## src/rtl/bpc_sng_gen.sv

```systemverilog
// Bit-plane-coded SNG: N unipolar streams from binary probabilities plus NC p=0.5 streams, length set by S.
// Latency: outputs are combinational from the registered mixed-radix counter; done rises L cycles after reset.
// Backpressure: none; advances every cycle until done, then holds until reset.
module bpc_sng_gen #(
    parameter int W        = 6,
    parameter int N        = 2,
    parameter int NC       = 1,
    parameter int CORR     = 0,
    parameter int S_GROUPS = (CORR != 0) ? 1 : N,
    parameter int TW       = S_GROUPS * W + NC
) (
    input  logic                         clk,
    input  logic                         rst_n,
    input  logic [N-1:0][W-1:0]          Bxs,
    input  logic [S_GROUPS-1:0][W-1:0]   S,
    output logic [N-1:0]                 Xs,
    output logic [NC-1:0]                Xcs,
    output logic                         done
);

    // Counter layout, LSB first: cnt_c (NC bits), then one W-bit segment per group.
    logic [TW-1:0]                cnt;
    logic [TW-1:0]                cnt_nxt;
    logic [NC-1:0]                cnt_c;
    logic [S_GROUPS-1:0][W-1:0]   seg;
    logic [S_GROUPS-1:0]          at_term;
    logic [S_GROUPS:0]            carry;
    logic [N-1:0]                 hit;

    assign cnt_c = cnt[NC-1:0];
    assign seg   = cnt[TW-1:NC];

    // The >= compare keeps a segment bounded even if S is lowered below its value mid-stream.
    always_comb begin
        cnt_nxt          = cnt;
        carry            = '0;
        at_term          = '0;
        cnt_nxt[NC-1:0]  = cnt_c + NC'(1);
        carry[0]         = &cnt_c;
        for (int g = 0; g < S_GROUPS; g++) begin
            at_term[g] = (seg[g] >= S[g]);
            if (carry[g]) begin
                cnt_nxt[NC+g*W +: W] = at_term[g] ? '0 : seg[g] + W'(1);
            end
            carry[g+1] = carry[g] && at_term[g];
        end
    end

    // A carry out of the top segment marks the final state: latch done and freeze the counter.
    always_ff @(posedge clk or negedge rst_n) begin
        if (!rst_n) begin
            cnt  <= '0;
            done <= 1'b0;
        end else if (!done) begin
            if (carry[S_GROUPS]) begin
                done <= 1'b1;
            end else begin
                cnt  <= cnt_nxt;
            end
        end
    end

    // Trailing-ones count t of the segment selects bit-plane W-1-t; all-ones segment yields 0.
    always_comb begin
        Xs  = '0;
        hit = '0;
        for (int i = 0; i < N; i++) begin
            for (int j = 0; j < W; j++) begin
                if (!hit[i] && !seg[(CORR != 0) ? 0 : i][j]) begin
                    hit[i] = 1'b1;
                    Xs[i]  = Bxs[i][W-1-j];
                end
            end
        end
        if (done) begin
            Xs = '0;
        end
    end

    assign Xcs = done ? '0 : cnt_c;

endmodule

```

## config.mk

```make
export PLATFORM = sky130hd
export DESIGN_NAME = bpc_sng_gen
export DESIGN_NICKNAME = d
export VERILOG_FILES = /design/src/rtl/bpc_sng_gen.sv
export SDC_FILE = /design/constraint.sdc
export NUM_CORES = 1
export LEC_CHECK = 0
export ABC_AREA = 1
export CORE_UTILIZATION = 51
export DETAILED_ROUTE_END_ITERATION = 6
export PLACE_DENSITY = 0.8
export SKIP_LAST_GASP = 1
export SYNTH_ARGS = -nofsm -noshare
export SYNTH_HDL_FRONTEND = slang
export SYNTH_SLANG_ARGS = --single-unit
```

## constraint.sdc

```tcl
create_clock -name clk -period 2 [get_ports clk]
set_input_delay 0.3 -clock clk [delete_from_list [all_inputs] [get_ports clk]]
set_output_delay 0.3 -clock clk [all_outputs]
set_load 0.02 [all_outputs]
```

Word-level counts from Yosys, hierarchy flattened
Index checks and enable logic that the tools add are counted.

cells by class
  $add $sub $neg = 3
  multipliers = 0
  div/mod/pow operators = 0
  $lt $le $gt $ge = 2
  equality and inequality tests = 0
  shift-type cells = 0
  multiplexer cells = 28
  bitwise gates (word level) = 2
  reduce and logical (&&, ||, !) cells = 33

operator list
  operator                                                       number
  1-bit 2-to-1 mux                                               25
  1-bit zero test                                                18
  6-bit by 1-bit adder with 6-bit output, second input constant  2
  6-bit >= comparator                                            2
  1-bit logical AND                                              12
  6-bit 2-to-1 mux                                               2
  3-bit AND reduction                                            2
  2-bit 2-to-1 mux                                               1
  1-bit NOT                                                      2
  2-bit AND reduction                                            1
  1-bit adder, second input constant                             1

word-level totals
  bits in registers = 14
  latch bits = 0
  bits in writable memories = 0
  bits in read-only memories = 0
  input bits = 26
  output and inout port bits = 4
  logic and storage cells = 72
  memories = 0

Depth between registers and ports, before layout
Gate-level depths: netlist (run 1).

  depth after elaboration = 16
  mapped depth = 12
  mapped depth without buffers = 12

Least setup slack after synthesis (run 1)
No wires, ideal clock.

  kind = flip-flop to output port
  start = register cnt[2]
  end = output Xs[0]
  data arrival time = 1.292 ns
  data required time = 1.700 ns
  setup slack = 0.408 ns
  cell stages (with the launch flop) = 8
  path buffers = 0
  cells stage by stage = dfrtp_1 inv_1 ha_1 inv_1 nor2_1 o21ai_0 o211ai_1 a21oi_1

on the way
  longest elaborated chain between the ends = 16
  elaborated cells on any way between the ends = 20
  those cells by class = mux (10); reduce/logical (10)

RTL lines
  item                    line  source
  start, declared         22    logic [TW-1:0] cnt;
  start signal, assigned  58    cnt <= cnt_nxt;
  1-bit zero test (*)     69    if (!hit[i] && !seg[(CORR != 0) ? 0 : i][j]) begin
  1-bit logical AND (*)   69
  1-bit 2-to-1 mux        69
  1-bit zero test         69
  1-bit logical AND       69
  1-bit 2-to-1 mux        69
  1-bit zero test         69
  1-bit logical AND       69
  1-bit 2-to-1 mux        69
  1-bit zero test         69
  1-bit logical AND       69
  1-bit 2-to-1 mux        69
  1-bit zero test         69
  1-bit logical AND       69
  1-bit 2-to-1 mux (*)    69
  2-bit 2-to-1 mux (*)    75    if (done) begin
  end, declared           16    output logic [N-1:0] Xs,

Mark *: on every way between the ends. The rest lies on a longest branch, timed or not.

Worst setup path in the final report (run 1)
  start = register cnt[0]
  end = output Xcs

on the way
  longest elaborated chain between the ends = 1

RTL lines
  item              line  source
  1-bit 2-to-1 mux  80    assign Xcs = done ? '0 : cnt_c;
  end, declared     17    output logic [NC-1:0] Xcs,

No other way between the ends.

==> impl_results.md, run 1 <==
* First-pass GRT wire length at around 5400 microns
* Worst-Margin Slew at between 0.6 and 0.7 ns
* Row cnt at 18
* Peak fanout along the critical path at 4
* Post-Synthesis Cells at 201
* Critical Path RT at 1.70 ns
* Later-pin clock latency in the skew report at approximately 0.28 ns
* Net Sw Power at roughly 0.00013 W
* Async set or reset register ratio after synthesis at 100%
* Detailed Routing Iterations Pass 1 at 4
* Layout Nets at 294
* Core Area at 2540 sq um
* Initial Util at a little under three fifths
* Status: finished, final reports clean
* Crit share post-route at between 90% and 100%
* CTS max path bufs at 2
* FMAX at approximately 520 MHz
* Detailed Route Iter0 Violations at 47
* Unrepaired setup endpoints after global routing: no
* Cell family with most CP delay: buffers and inverters
* Largest net degree at the start of global routing at 15
* Synth cell count leaders: 61 x nand2_1, 40 x inv_1, 18 x ha_1
* Gate power share at 16.0%
* Clock share of power at between 30% and 40%
* Post-Route WL at between 3000 and 4000 microns
* Number of global-route vias before repair at between 1000 and 1500
* Final Critical Period at around 1.9 ns
* DRT antenna net count at 0
* Final Worst Setup Slack at around 0.095 ns
* Cell chain of the critical path: inv_1 -> nor2_4 -> clkdlybuf4s50_1
* Vias per cell at 5.09
* Post-route DRC violation count at 0
* Synth Net Count at 245
* HP Class: input port to asynchronous set/reset pin
* Crit path buffers/inverters at 2
* Largest cells by area after synthesis: dfrtp_1 25%, nand2_1 16%, ha_1 16%
* Critical Path AT at around 1.6 ns
* Clk sink count at 14
* Synth Cell Area at approximately 1400 sq um
* Post-synthesis register bit count at 14
* Clock skew at about 0.0089 ns
* EDFF count, synth at 0
* Startpoint Class: flop
* CP max stage cell: clkdlybuf4s50_1
* Crit. End Element: output pin
* Clk root buf: clkbuf_4
* Reg2reg end: cnt[9]$_DFFE_PN0P_
* Antenna fix cells at 0
* Maximum vdd ir drop at roughly 390 uV
* Final cell count without fillers at 279
* Final Max Slew Viols at 0
* Sequential share of power at between 40 and 50%
* # setup viols final at 0
* Worst Setup Path Type: flop to output pin
* GRT overflow at 0
* Total power at a little under 0.0006 W
* Crit path depth at 3
* Avg Cell Area, Syn at 7.03 sq um
* Die height at 54.6 microns
* Placed cell area at about 1800 sq um
* Beginning of the worst register-to-register path: cnt[4]$_DFFE_PN0P_
* Initial antenna violation count at 0
* Full die area at between 2000 and 3000 sq um
* Port bufs at 29
* Reg2Reg Setup Slack at 0.15 ns
* H-tree Lvls at 1
* Pwr Density at a little over 300 nW/um^2
* CP peak stage delay at roughly 0.6 ns
* Max-Cap Viols at 0
* Internal Power at 0.000451 W
* Post-synth top flop: dfrtp_1
* Fin. Hold Viols at 0
* Yosys warnings at 0
* Switching Fraction at between 20% and 30%
* Most frequent cell after synthesis: nand2_1
* Via Count at 1421
* Cells after DPL at 274
* GRT Util Overall at around 25%
* Clock slew at reported path FFs at around 0.090 ns
* Area delta synth->final at 33.1%
* Hold-fix buffers, CTS at 0
* Final Cell Area at approximately 1900 sq um
* Worst slew margin at 56.8%
* Gp weighted congestion at between 0.9 and 1
* IO Pins at 30
* Routed len/inst at 11.7 microns
* Layout cells sized above 1 at 16.1%
* Hpwl dp at between 2000 and 3000 microns
* Hold WS at 0.406 ns
* CTS tree: done
* Fraction of the yosys area taken by sequential cells at about a quarter
* TritonCTS Buffers at 3
* Distinct cells, synth at 25
* Chip width at 54.6 microns
* Leak pwr at 1.02 nW
* FF-to-FF path depth at 9
* Pre-CTS setup slack at -0.128 ns
* Synth top area share at around 25%
* Area leader, netlist: dfrtp_1
registers in the layout (all words and copies together), names as in the netlist:
register	cells
done	1
cnt	13
layout make-up:
type | count | area, sq um
flip-flops and latches | 14 | 350
inverters | 41 | 154
well taps | 30 | 37.5
repair buffers | 47 | 415
clock buffers | 4 | 36.3
multi-input cells | 143 | 887
fillers | 195 | 664
per-layer routing:
metal | track usage, % | routed length (microns)
met5 | 0 | 0
met4 | 8.55 | 48
met3 | 5.00 | 153
met2 | 43.4 | 1640
met1 | 30.8 | 1410
worst max path at each step:
stage / startpoint / to
6_report: cnt[0]$_DFFE_PN0P_ / Xcs
4_1_cts: cnt[2]$_DFFE_PN0P_ / Xs[0]
5_1_grt: cnt[4]$_DFFE_PN0P_ / cnt[11]$_DFFE_PN0P_
3_5_place_dp: Bxs[11] / Xs[1]
2_1_floorplan: cnt[2]$_DFFE_PN0P_ / Xs[0]
3_3_place_gp: Bxs[7] / Xs[1]
repair_timing:
action                                  CTS  global route
gates resized for setup                   6             2
endpoints found under the setup margin    2             2
buffers inserted                          0             1
cell families (layout without fill, tap and decap cells):
| family | Yosys count | in the layout | share of synthesized area (%) |
|---|---|---|---|
| compound gates | 17 | 17 | 8.68 |
| xor+xnor | 5 | 5 | 3.10 |
| fa+ha+maj | 18 | 18 | 15.9 |
| buf+inv | 44 | 92 | 12.4 |
| flops | 14 | 14 | 24.8 |
| simple gates | 103 | 103 | 35.1 |
stage by stage:
| step | TNS [ns] | utilization [%] |
|---|---|---|
| 6_report | 0 | 73.9 |
| 5_1_grt | 0 | 73.9 |
| 4_1_cts | -0.0141 | 74.1 |
| 3_5_place_dp | -0.943 | 72.6 |
| 3_3_place_gp | -0.253 | 72.6 |
| 2_1_floorplan | 0 | - |
worst reg2reg max path, stage by stage, from the launching register on:
cell and delay (ns):
dfrtp_1 0.42, buf_4 0.17, ha_1 0.28, nand2_1 0.05, nand2_1 0.10, a21oi_4 0.08
buf_4 0.14, a21oi_1 0.32, nand4_1 0.14, nand2_1 0.09
cell usage in the layout (no fill, tap or decap), types with 2 or more instances in the layout:
master           Yosys  layout
clkbuf_4             0       3
xor2_1               2       2
nand3_1             12      12
nor2_4               2       2
a21oi_4              2       2
nor2_1              11      11
nor2_2               2       2
xnor2_1              3       3
a21oi_1              6       6
buf_4                0      18
nand2_4              2       2
nand4_1              7       7
o21ai_0              3       3
buf_2                1       2
clkdlybuf4s50_1      0      27
o211ai_1             4       4
nand2_2              4       4
dfrtp_1             14      14
inv_1               40      40
ha_1                18      18
nand2_1             61      61
power groups by stage:
stage	logic (W)	clock network, W	registers (W)
floorplan	0.0000317	0	0.000289
global placement	0.0000891	0	0.000288
detailed placement	0.0000936	0	0.000288
CTS	0.0000940	0.000212	0.000283
global route	0.000103	0.000221	0.000283
finish	0.0000925	0.000204	0.000283
Note: power is estimated with default switching activity, not from simulation.
==> run 2, diff against run 1 <==
- CORE_ASPECT_RATIO: not set -> 0.6
==> run 2 against run 1 <==
Flip-flop and latch count unchanged. Critical path depth is 4 higher. Global-route usage rose by 1.9 points. Non-clock buffer count is 3 higher. Setup slack improved by 0.012 ns. Utilization increased by 1.3 points. Clock-buffer cell count fell by 1. Hold slack improved by 0.045 ns.
==> impl_results.md, run 2 (synthesis gave the netlist of run 1 again) <==
* Grt met2 use at 45.4% (+2.0 points)
* TritonCTS Buffers at 3 (unchanged)
* FF-to-FF path depth at 9 (unchanged)
* Beginning of the worst register-to-register path: cnt[4]$_DFFE_PN0P_
* Initial Util at 55.2% (-0.27 points)
* Critical Path AT at 1.59 ns (-0.02 ns)
* Routed len/inst at 12.9 microns (+11%)
* Switching Fraction at 20.7% (-1.4 points)
* Final Max Slew Viols at 0 (unchanged)
* Top flop regs: cnt: 13 flops, done: 1 flops
* Row cnt at 14 (-4)
* Full die area at 2990 sq um (+0.23%)
* Post-CTS setup buffers at 0 (unchanged)
* Detailed Routing Iterations Pass 1 at 4 (unchanged)
* Leak pwr at 1.04 nW (+1.6%)
* Gate power share at 15.7% (-0.3 points)
* H-tree Lvls at 1 (unchanged)
* Worst Setup Path Type: flop to output pin
* Largest net degree at the start of global routing at 15 (unchanged)
* Final Cell Area at 1920 sq um (+2.3%)
* Critical Path RT at 1.70 ns (about the same)
* Top reg by flops: cnt
* Fin. Hold Viols at 0 (unchanged)
* Reg2reg end: cnt[11]$_DFFE_PN0P_
* Later-pin clock latency in the skew report at 0.24 ns (-0.04 ns)
* Number of global-route vias before repair at 1411 (+6.1%)
* Clock slew at reported path FFs at 0.05 ns (-0.04 ns)
* Hold-fix buffers, CTS at 0 (unchanged)
* Clock share of power at 37.0% (+1.8 points)
* Peak fanout along the critical path at 4 (unchanged)
* Area delta synth->final at 36.1%
* Hpwl dp at 3120 microns (+13%)
* Final Critical Period at 1.89 ns (-0.0120 ns)
* First-pass GRT wire length at 6190 microns (+15%)
* Antenna fix cells at 0 (unchanged)
* Layout Nets at 297 (+1.0%)
* FMAX at 528 MHz (+0.63%)
* Clock skew at 0.00557 ns (-0.00334 ns)
* Internal Power at 0.000475 W (+5.4%)
* GRT busiest layer: met2
* # setup viols final at 0 (unchanged)
* Crit. End Element: output pin
* Port bufs at 29 (unchanged)
* Crit share post-route at 94.7% (-0.60 points)
* Clk sink count at 14 (unchanged)
* Worst-Margin Slew at 0.633 ns (-0.0130 ns)
* Vias per cell at 5.16 (+1.4%)
* IO Pins at 30 (unchanged)
* CTS tree: done
* Commonest non-fill, non-tap cells in the layout: 61 x nand2_1, 40 x inv_1, 27 x clkdlybuf4s50_1
* Sequential share of power at 47.3% (-1.5 points)
* Startpoint Class: flop
* Clk root buf: clkbuf_8
* Via Count at 1461 (+2.8%)
* Reg2Reg Setup Slack at 0.11 ns (-0.04 ns)
* Most common cell after layout, fill and taps aside: nand2_1
* Detailed Route Iter0 Violations at 135 (+190%)
* Max-Cap Viols at 0 (unchanged)
* Unrepaired setup endpoints after global routing: no
* Die height at 42.8 microns (-22%)
* Gp weighted congestion at 0.861 (-6.8%)
* Post-Route WL at 3660 microns (+13%)
* GRT overflow at 0 (unchanged)
* Largest register FFs at 13 (unchanged)
* DRT antenna net count at 0 (unchanged)
* Post-route DRC violation count at 0 (unchanged)
* Status: finished, final reports clean
* HP Class: input port to asynchronous set/reset pin
* Hold WS at 0.451 ns (+0.0454 ns)
* Pwr Density at 312 nW/um^2 (+1.2%)
* Initial antenna violation count at 0 (unchanged)
* Placed cell area at 1890 sq um (+2.4%)
* Worst slew margin at 57.7% (+0.87 points)
* CTS max path bufs at 2 (unchanged)
* M1 GR Usage at 35.5% (+4.8 points)
* GRT Util Overall at 27.1% (+1.9 points)
* Core Area at 2560 sq um (+0.49%)
* Layout cells sized above 1 at 16.7% (+0.67 points)
* Maximum vdd ir drop at 340 uV (-13%)
* Met3 usage in global routing at 5.46% (+0.46 points)
* Chip width at 69.9 microns (+28%)
* Net Sw Power at 0.000124 W (-3.2%)
==> run 2: layout make-up <==
class,instances,area (sq um)
Multi-Input combinational cell,143,887
Fill cell,205,634
Timing Repair Buffer,50,450
Tap cell,32,40.0
Clock buffer,3,41.3
Inverter,41,154
Sequential cell,14,350
==> run 2: what timing repair did <==
action,CTS,global route
gates resized for setup,2,4
endpoints found under the hold margin,0,0
endpoints found under the setup margin,2,2
==> run 2: power groups by stage <==
stage | Sequential (W) | Clock, W | Combinational (W)
2_1_floorplan | 0.000289 | 0 | 0.0000317
3_3_place_gp | 0.000288 | 0 | 0.0000903
3_5_place_dp | 0.000288 | 0 | 0.0000942
4_1_cts | 0.000284 | 0.000228 | 0.0000949
5_1_grt | 0.000283 | 0.000245 | 0.000104
6_report | 0.000284 | 0.000222 | 0.0000941
==> run 2: routing by layer <==
metal / up-vias / share of wire [%]
met1: 651 / 45
li1: 734 / -
met4: 0 / 2.2
met2: 64 / 45
met5: - / 0
met3: 12 / 7.9
==> run 2: worst max-delay path by stage <==
stage	startpoint	to	slack [ns]	cells past startpoint
after floorplan	cnt[2]$_DFFE_PN0P_	Xs[0]	0.41	7
after global placement	Bxs[6]	Xs[1]	-0.1	6
after detailed placement	Bxs[2]	Xs[0]	-0.16	6
after CTS	cnt[1]$_DFFE_PN0P_	Xs[0]	-0.03	7
after global routing	cnt[4]$_DFFE_PN0P_	cnt[11]$_DFFE_PN0P_	0.02	9
final	cnt[1]$_DFFE_PN0P_	Xs[0]	0.11	7
==> run 2: critical path: stages, from the launching register on <==
cell and delay, ns:
dfrtp_1 0.41, ha_1 0.23, nand2_1 0.07, inv_1 0.05, o21ai_0 0.11, o211ai_1 0.13, a21oi_1 0.15, clkbuf_2 0.19
==> run 2: per-stage QoR <==
step | instances | util (%) | power, W | TNS (ns) | setup slack, ns
after floorplan | 201 | - | 0.000320 | 0 | 0.408
after global placement | 280 | 74.0 | 0.000379 | -0.233 | -0.0975
after detailed placement | 280 | 74.0 | 0.000383 | -0.788 | -0.160
after CTS | 283 | 75.5 | 0.000607 | -0.0326 | -0.0326
after global routing | 283 | 75.2 | 0.000632 | 0 | 0.0200
final | 283 | 75.2 | 0.000599 | 0 | 0.107
==> run 3, diff against run 2 <==
--- a/config.mk
+++ b/config.mk
@@ -9,5 +9,6 @@
 export CORE_ASPECT_RATIO = 0.6
-export CORE_UTILIZATION = 51
+export CORE_UTILIZATION = 55
+export CTS_CLUSTER_DIAMETER = 40
 export DETAILED_ROUTE_END_ITERATION = 6
-export PLACE_DENSITY = 0.8
+export PLACE_DENSITY = 0.85
 export SKIP_LAST_GASP = 1
==> constraint.sdc (replaced) <==
create_clock -name clk -period 2.3 [get_ports clk]
set_input_delay 0.345 -clock clk [delete_from_list [all_inputs] [get_ports clk]]
set_output_delay 0.345 -clock clk [all_outputs]
set_load 0.005 [all_outputs]
==> run 3 against run 2 <==
Clock-buffer cell count stayed put. Global-route usage increased by 0.76 points. Clock skew fell by 0.0041 ns. First-iteration DRC count is 37% lower. Final area decreased by 6.6%. Utilization up 3.1 points. Power decreased by 13%. Largest power group unchanged.
==> impl_results.md, run 3 (synthesis gave the netlist of run 1 again) <==
* Die height at 41.3 microns (-3.5%)
* Final Critical Period at 2.20 ns
* Clk root buf: clkbuf_8
* Leak pwr at 0.959 nW (-7.5%)
* Crit. End Element: output pin
* Max-Cap Viols at 0 (unchanged)
* Peak fanout along the critical path at 5 (+1)
* FMAX at between 400 and 500 MHz
* Reg2Reg Setup Slack at 0.52 ns (+0.41 ns)
* DRT antenna net count at 0 (unchanged)
* GRT overflow at 0 (unchanged)
* Row cnt at 13 (-1)
* Routed len/inst at 13.6 microns (+5.0%)
* Worst slew margin at 57.4% (-0.32 points)
* IO Pins at 30 (unchanged)
* Antenna fix cells at 0 (unchanged)
* Most common cell after layout, fill and taps aside: nand2_1
* # setup viols final at 0 (unchanged)
* Gp weighted congestion at 0.825 (-4.2%)
* Clock slew at reported path FFs at 0.05 ns (about the same)
* Unrepaired setup endpoints after global routing: no
* Post-route DRC violation count at 0 (unchanged)
* Layout cells sized above 1 at 11.1% (-5.6 points)
* CTS max path bufs at 2 (unchanged)
* Core Area at 2290 sq um (-10%)
* Worst Setup Path Type: flop to output pin
* Largest net degree at the start of global routing at 15 (unchanged)
* Number of global-route vias before repair at 1171 (-17%)
* Via Count at 1396 (-4.4%)
* Detailed Route Iter0 Violations at 85 (-37%)
* Final Worst Setup Slack at 0.0979 ns (-0.00878 ns)
* Detailed Routing Iterations Pass 1 at 4 (unchanged)
* Clk sink count at 14 (unchanged)
* Layout Nets at 280 (-5.7%)
* Post-Route WL at 3590 microns (-2.0%)
* Clock skew at 0.00146 ns (-0.00411 ns)
* CTS tree: done
* Worst-Margin Slew at 0.638 ns (+0.00484 ns)
* Full die area at 2780 sq um (-7.0%)
* HP Class: input port to asynchronous set/reset pin
* Vias per cell at 5.29 (+2.4%)
* GRT Util Overall at 27.9% (+0.76 points)
* Maximum vdd ir drop at 269 uV (-21%)
* TritonCTS Buffers at 3 (unchanged)
* Port bufs at 29 (unchanged)
* Area delta synth->final at 27.2%
* Commonest non-fill, non-tap cells in the layout: 61 x nand2_1, 40 x inv_1, 28 x clkdlybuf4s50_1
* Later-pin clock latency in the skew report at 0.24 ns (about the same)
* Top flop regs: cnt: 13 flops, done: 1 flops
* Status: finished, final reports clean
* Initial antenna violation count at 0 (unchanged)
* Top reg by flops: cnt
* Critical Path AT at 1.86 ns (+0.27 ns)
* Pwr Density at 291 nW/um^2 (-6.5%)
* Final Max Slew Viols at 0 (unchanged)
* Initial Util at 61.6% (+6.4 points)
* Hpwl dp at 2920 microns (-6.5%)
* Pre-CTS setup slack at 0.136 ns (+0.297 ns)
* First-pass GRT wire length at 5370 microns (-13%)
* Crit share post-route at about 96%
* Startpoint Class: flop
* H-tree Lvls at 1 (unchanged)
* Setup TNS at 0 ns (unchanged)
* Critical Path RT at 1.96 ns (+0.26 ns)
* Largest register FFs at 13 (unchanged)
* Fin. Hold Viols at 0 (unchanged)
* Chip width at 67.4 microns (-3.6%)
## run 3: cell types whose count changed in the layout (fill, tap and decap cells not counted), sizes merged
cell,before,now
buf,21,4
clkbuf,5,3
clkdlybuf4s50,27,28
dlymetal6s2s,0,1
## run 3: per-layer routing
metal	track usage [%]	part of all wire [%]
met3	6.11	7.4
met2	45.5	44
met4	5.85	0.78
met5	0	0
met1	38.1	48
## run 3: report_power, final
group / internal [W] / total (W) / switching [W]
Combinational: 0.0000492 / 0.0000801 / 0.0000309
Clock: 0.000116 / 0.000197 / 0.0000810
Sequential: 0.000247 / 0.000247 / 0
Total: 0.000412 / 0.000523 / 0.000112
## run 3: path summary, 6_finish.rpt
path                                       end  cells past startpoint                from
min reg2reg                 cnt[8]$_DFFE_PN0P_                      2  cnt[8]$_DFFE_PN0P_
min in group clk            cnt[8]$_DFFE_PN0P_                      2  cnt[8]$_DFFE_PN0P_
max reg2reg                 cnt[5]$_DFFE_PN0P_                      9  cnt[4]$_DFFE_PN0P_
max                                      Xs[1]                      5  cnt[7]$_DFFE_PN0P_
min                        cnt[10]$_DFFE_PN0P_                      1               rst_n
max in group asynchronous   cnt[8]$_DFFE_PN0P_                      1               rst_n
## run 3: stage by stage
step | area (sq um) | utilization (%) | power (W) | hold slack, ns | std cells
after detailed placement | 1730 | 75.3 | 0.000331 | 0.551 | 258
after global routing | 1800 | 78.3 | 0.000544 | 0.547 | 264
final | 1800 | 78.3 | 0.000523 | 0.495 | 264
after global placement | 1730 | 75.3 | 0.000326 | 0.531 | 258
after floorplan | 1410 | - | 0.000278 | 0.0494 | 201
after CTS | 1770 | 77.1 | 0.000527 | 0.512 | 261
## run 3: critical path: stages (launching register included)
cell and delay [ns]:
dfrtp_2 0.43, ha_1 0.22, o211ai_1 0.20, o211ai_1 0.11, a21oi_1 0.13, clkdlybuf4s50_1 0.52
## run 3: area by class of cell
class | count | area (sq um)
clock buffer | 3 | 41.3
multi-input combinational | 143 | 887
fill | 157 | 497
tap | 30 | 37.5
sequential | 14 | 354
timing repair buffer | 33 | 323
inverter | 41 | 154
## run 3: timing repair
action                     4_1_cts  5_1_grt
hold buffers                     0        0
pin swaps                        0        1
setup buffers                    0        3
setup endpoints to repair        1        2
resized for setup                1        4
